<file path="src/rtl/multi_edge_detector.sv">
// Multi-channel debounced edge detector: per-channel debounce, edge ticks
// selected by mode, sticky pending flags and a registered interrupt.

module multi_edge_detector_ch #(
  parameter int       DEBOUNCE    = 2,
  parameter logic     RESET_LEVEL = 1'b1
) (
  input  logic       clk,
  input  logic       reset,
  input  logic       sample,
  input  logic       level,
  input  logic [1:0] mode,
  input  logic       clear,
  output logic       filtered,
  output logic       tick,
  output logic       pending
);
  localparam int             CW     = $clog2(DEBOUNCE + 1);
  localparam logic [CW-1:0]  DEB_M1 = CW'(DEBOUNCE - 1);

  // Moore state lives in {filtered, cnt}: cnt == 0 is STABLE_*, cnt > 0 is PEND_*.
  logic [CW-1:0] cnt;
  logic          accept;
  logic          tick_next;

  assign accept    = sample && (level != filtered) && (cnt == DEB_M1);
  assign tick_next = accept && ((level && mode[0]) || (!level && mode[1]));

  always_ff @(posedge clk or posedge reset) begin
    if (reset) begin
      filtered <= RESET_LEVEL;
      cnt      <= '0;
      tick     <= 1'b0;
      pending  <= 1'b0;
    end else begin
      tick    <= tick_next;
      pending <= (pending & ~clear) | tick_next;
      if (sample) begin
        if (level == filtered) begin
          cnt <= '0;                       // glitch rejected
        end else if (cnt == DEB_M1) begin
          filtered <= level;
          cnt      <= '0;
        end else begin
          cnt <= cnt + 1'b1;
        end
      end
    end
  end
endmodule

module multi_edge_detector #(
  parameter int   CHANNELS    = 4,
  parameter int   DEBOUNCE    = 2,
  parameter logic RESET_LEVEL = 1'b1
) (
  input  logic                  clk,
  input  logic                  reset,
  input  logic                  update,
  input  logic [CHANNELS-1:0]   level,
  input  logic [2*CHANNELS-1:0] mode,
  input  logic [CHANNELS-1:0]   clear,
  output logic [CHANNELS-1:0]   filtered,
  output logic [CHANNELS-1:0]   tick,
  output logic [CHANNELS-1:0]   pending,
  output logic                  irq
);
  logic update_prev;
  logic sample;

  // update_prev resets low so a strobe already high after reset still samples.
  assign sample = update & ~update_prev;

  always_ff @(posedge clk or posedge reset) begin
    if (reset) begin
      update_prev <= 1'b0;
      irq         <= 1'b0;
    end else begin
      update_prev <= update;
      irq         <= |pending;
    end
  end

  for (genvar gi = 0; gi < CHANNELS; gi++) begin : g_ch
    multi_edge_detector_ch #(
      .DEBOUNCE    (DEBOUNCE),
      .RESET_LEVEL (RESET_LEVEL)
    ) u_ch (
      .clk      (clk),
      .reset    (reset),
      .sample   (sample),
      .level    (level[gi]),
      .mode     (mode[2*gi +: 2]),
      .clear    (clear[gi]),
      .filtered (filtered[gi]),
      .tick     (tick[gi]),
      .pending  (pending[gi])
    );
  end
endmodule
</file>
<file path="config.mk">
export PLATFORM = sky130hd
export DESIGN_NAME = multi_edge_detector
export DESIGN_NICKNAME = d
export VERILOG_FILES = /design/src/rtl/multi_edge_detector.sv
export SDC_FILE = /design/constraint.sdc
export NUM_CORES = 1
export LEC_CHECK = 0
export CAP_MARGIN = 20
export CELL_PAD_IN_SITES_DETAIL_PLACEMENT = 1
export CELL_PAD_IN_SITES_GLOBAL_PLACEMENT = 1
export CORE_UTILIZATION = 31
export CTS_CLUSTER_DIAMETER = 120
export DETAILED_ROUTE_END_ITERATION = 12
export PLACE_DENSITY = 0.74
export SLEW_MARGIN = 20
export SYNTH_ARGS = -nofsm -noshare
export SYNTH_HDL_FRONTEND = slang
export SYNTH_SLANG_ARGS = --single-unit
export TNS_END_PERCENT = 100
</file>
<file path="constraint.sdc">
create_clock -name clk -period 1.2 [get_ports clk]
set_input_delay 0.12 -clock clk [delete_from_list [all_inputs] [get_ports clk]]
set_output_delay 0.12 -clock clk [all_outputs]
set_load 0.03 [all_outputs]
</file>
# ---- Word-level counts from Yosys, hierarchy flattened
# Index checks and enable logic that the tools add are counted.
dict set report word_totals {
  regBits 22
  input_bits 19
  out_inout_bits 13
  word_cells 93
}
dict set report classes {
  n_addsub 4
  n_eq_ne 12
  muxes 8
  bitwise 18
  reduce_logical 33
}
# cell count
set ops {}
lappend ops {{$logic_and 1x1->1} 20}
lappend ops {{$mux 2} 8}
lappend ops {{$reduce_and 3->1} 4}
lappend ops {{$not 1->1} 9}
lappend ops {{$add 2x1->2 const B} 4}
lappend ops {{$eq 2x1->1 const B} 4}
lappend ops {{$and 1x1->1} 5}
lappend ops {{$eq 1x1->1} 4}
lappend ops {{$logic_not 1->1} 4}
lappend ops {{$logic_or 1x1->1} 4}
lappend ops {{$ne 1x1->1} 4}
lappend ops {{$or 1x1->1} 4}
lappend ops {{$reduce_or 4->1} 1}

# ---- Depth between registers and ports, before layout
dict set report logic_depth {
  word_depth 6
  depth_mapped 4
  depth_no_buf 3
}

# ---- Cells and area by module
# A second synthesis with hierarchy kept.
dict set report unflattened {
  cells_unflattened 73
  area_unflattened_um2 963.4
}
# module instances cells_each area_per_inst_um2 seq_area_each_um2
set modules_own_cells {}
lappend modules_own_cells {multi_edge_detector_ch 4 17 224.0 126.4}
lappend modules_own_cells {multi_edge_detector 1 5 67.6 50.0}

# ---- Least setup slack after synthesis
# Ideal clock, no wire load.
dict set report synth_timing {
  path_type {reg2reg}
  startpoint {register update_prev}
  endpoint {register g_ch[2].u_ch.filtered}
  setup_ns 0.085
  arrival_time_ns 1.169
  t_required_ns 1.115
  setup_slack_ns -0.053
  path_stages_with_launch 5
  path_buffers 1
  period_less_slack_ns 1.253
  path_cell_list {dfrtp_1 > nand2b_1 > buf_2 > nor3b_2 > mux2_1}
}
dict set report synth_via {
  elab_chain_cells 3
}
# element line_no
set synth_rtl {}
lappend synth_rtl {{from (decl)} 68} ;# logic update_prev;
lappend synth_rtl {{from (signal assigned)} 79} ;# update_prev <= update;
lappend synth_rtl {{$not 1->1} 72} ;# assign sample = update & ~update_prev;
lappend synth_rtl {{$and 1x1->1} 72}
lappend synth_rtl {{$reduce_and 3->1 (no source line)} n/a}
lappend synth_rtl {{to (signal assigned)} 42} ;# filtered <= level;
lappend synth_rtl {{to (decl)} 14} ;# output logic filtered,
# No other way between the ends.
# A chain may end at the register's enable or synchronous reset.

# ---- Final worst setup path
dict set report layout_timing {
  startpoint {register g_ch[3].u_ch.filtered}
  endpoint {register g_ch[3].u_ch.filtered}
}
dict set report layout_via {
  elab_chain_cells 3
}
# element line_no
set layout_rtl {}
lappend layout_rtl {{from (decl)} 14}
lappend layout_rtl {{from (signal assigned)} 42}
lappend layout_rtl {{$eq 1x1->1} 39} ;# if (level == filtered) begin
lappend layout_rtl {{$not 1->1 (no source line)} n/a}
lappend layout_rtl {{$reduce_and 3->1 (no source line)} n/a}
# No other way between the ends.

==> results.md <==
- Setup CP Type: flop to flop
- Worst-Margin Slew: 0.3033 ns
- Leakage: 0.6893 nW
- Top Layer Used: met4
- Slew Viols, Final: 0
- WP data arrival: 1.53 ns
- Vias: 737
- CP Depth: 3
- Seq/Total Area, Yosys: 54.08%
- IO Count: 32
- Antenna violations before repair: 0
- Clock buffer depth: 2
- Final global-route overflow total: 0
- Period minus WS final: 1.281 ns
- Initial Util: 33.10%
- Post-Syn Nets: 106
- Number of synthesized flops with an enable pin: 0
- Fin area: 1478 µm²
- Clk sinks: 22
- Most common cell in the synthesized netlist: dfrtp_1
- Design Power: 0.002560 W
- GRT Total Usage: 14.27%
- Average cell area after synthesis: 11.81 µm²
- First-pass GRT wire length: 3601 µm
- Yosys warns: 0
- Met3 wire length: 113 µm
- Req. time, crit path: 1.45 ns
- Largest net degree at the start of global routing: 23
- Post-synth cell types: 29
- Critical path capture point type: flop
- Clk_lat worst skew: 0.31 ns
- Synth Cell Area: 1027 µm²
- CP peak stage delay: 0.58 ns
- Final hold violation count: 0
- Detailed placement HPWL: 1746 µm
- Failing checks: setup timing
- Setup TNS: -0.3192 ns
- Vias in the first global route: 814
- Post-DR vias/cell: 4.413
- CTS Root Cell: clkbuf_4
- Terminus of the critical flop-to-flop path: g_ch[3].u_ch.filtered$_DFFE_PP1P_
- Syn Inst Count: 87
- Slowest stage cell, crit path: dfstp_2
- Top area cells in the synthesized netlist: dfrtp_1, dfstp_2, buf_4
- Layout cells sized above 1: 39.02%
- Port bufs: 31
- Max capacitance violation total: 0
- Top cells by count, synth: dfrtp_1, buf_4, inv_1, nand2_1, o21ai_0
- Dpl cell area: 1410 µm²
- Startpoint types: flop
- Met2 WL: 1213 µm
- Initial drt markers: 13
- Relative slew margins: 79.20%
- Worst setup path startpoint: g_ch[3].u_ch.filtered$_DFFE_PP1P_
- DR pass1 iterations: 2
- Site Rows: 20
- DR WL/cell: 13.80 µm
- Worst slack, placed: -0.2900 ns
- Diode count: 0
- Antenna Violating Nets Remaining: 0
- Die H: 59.57 µm
- Reg clk slew, reported paths: 0.12 ns
- Post-synthesis register bit count: 22
- Count of buffer and inverter cells on the critical path: 0
- Die ar.: 3548 µm²
- Clk_skew: 0.005158 ns
- PD cells: 1732 nW/µm²
- Top Family by Delay on Critical Path: flip-flops
- Share of the synthesized area in the top cell type: 43.85%
- Met1 WL: 918 µm
- DRC Markers: 0
- Final period utilization: 106.8%
- Final Routed Wirelength: 2304 µm
- Worst reg2reg path startpoint: g_ch[3].u_ch.filtered$_DFFE_PP1P_
- CTS H-tree lvls: 1
- Max frequency: 780.6 MHz
- Area grow syn2layout: 43.85%
- Max rail drop VDD: 0.5513 mV
- FFs w/ async S/R, synth: 100.0%
- Crit-path cells: xor2_2 -> nand4b_2 -> mux2_4
- Synth area leader: dfrtp_1
- Setup WS post-layout: -0.08104 ns
- Crit path to: g_ch[3].u_ch.filtered$_DFFE_PP1P_
- Final Wtd Congestion: 0.7341
- Flop-to-flop setup slack: -0.08 ns
- Ys flop type: dfrtp_1
- Final net count: 144
- Hold WC Path Type: primary input to asynchronous set/reset pin
- Die width: 59.57 µm
- Outcome: finished with violations
- Filler cells: 356
- Num CTS Buffers: 3
- R2R depth: 3
- Crit path max fanout: 2
- Setup violations, final: 7
- Core area: 3103 µm²
- CTS tree: built
- RSZ-0062 raised after global routing: yes
[power by group]
part           leakage (nW)  internal, W  switching, W
sequential            0.285     0.000958      0.000155
clock                0.0138     0.000117      0.000222
combinational         0.391     0.000596      0.000512
total                 0.689      0.00167      0.000888
[layout by cell type (no fill, tap or decap), types with 3 or more instances in the layout]
master           instances
clkbuf_2                 4
dfstp_2                  4
buf_4                   15
inv_1                    5
nand2_1                  5
mux2_4                   3
buf_6                    4
and2_1                   3
clkdlybuf4s15_1          3
clkbuf_4                 3
o21ai_0                  3
dfrtp_1                 18
clkdlybuf4s50_1         18
[per-stage QoR]
step | util, % | std cells | hold slack, ns
after floorplan | - | 87 | 0.1063
after global placement | 45.44 | 163 | 0.4766
after detailed placement | 45.44 | 163 | 0.4853
after CTS | 47.50 | 167 | 0.1336
after global routing | 47.62 | 167 | 0.1585
final | 47.62 | 167 | 0.1279
[worst reg2reg max path, cell delays in order, from the launching register on]
cell and delay [ns]:
dfstp_2 0.58, xor2_2 0.19, nand4b_2 0.14, mux2_4 0.31
[state kept, by name, summed over array words and instances, names as in the netlist]
signal              cells
g_ch.u_ch.pending       4
g_ch.u_ch.filtered      4
irq                     1
g_ch.u_ch.cnt           8
g_ch.u_ch.tick          4
update_prev             1
[layout make-up]
class	instances	area [µm²]	area share, %
flip-flops and latches	22	555.5	37.60
multi-input cells	47	415.4	28.11
repair buffers	46	410.4	27.77
well taps	44	55.05	3.726
clock buffers	3	22.52	1.524
inverters	5	18.77	1.270
[how the worst min path moves through the flow]
stage                from                         endpoint  slack, ns  cells past startpoint
floorplan           reset  g_ch[0].u_ch.cnt[0]$_DFFE_PP0P_       0.11                      1
global placement    reset            update_prev$_DFF_PP0_       0.48                      3
detailed placement  reset            update_prev$_DFF_PP0_       0.49                      3
CTS                 reset  g_ch[2].u_ch.cnt[1]$_DFFE_PP0P_       0.13                      3
global route        reset  g_ch[2].u_ch.cnt[1]$_DFFE_PP0P_       0.16                      3
finish              reset  g_ch[2].u_ch.cnt[1]$_DFFE_PP0P_       0.13                      3
[timing repair]
item,CTS,global route
endpoints found under the hold margin,0,0
hold buffers,0,0
buffers inserted,1,0
resized for setup,26,15
pin swaps,6,2
endpoints found under the setup margin,21,23
[metal layers]
layer	track usage, %	up-vias
met5	0	-
met4	7.309	0
met3	3.493	6
met2	25.84	24
met1	15.27	358
li1	-	349
[kinds of logic after synthesis]
logic type      after synthesis  synth area share [%]
compound gates               13                 8.282
mux                           7                 7.430
flops                        22                 54.08
simple gates                 23                 14.98
xor+xnor                      4                 4.142
buf+inv                      18                 11.08
No activity file was read; power rests on OpenSTA's default activity.
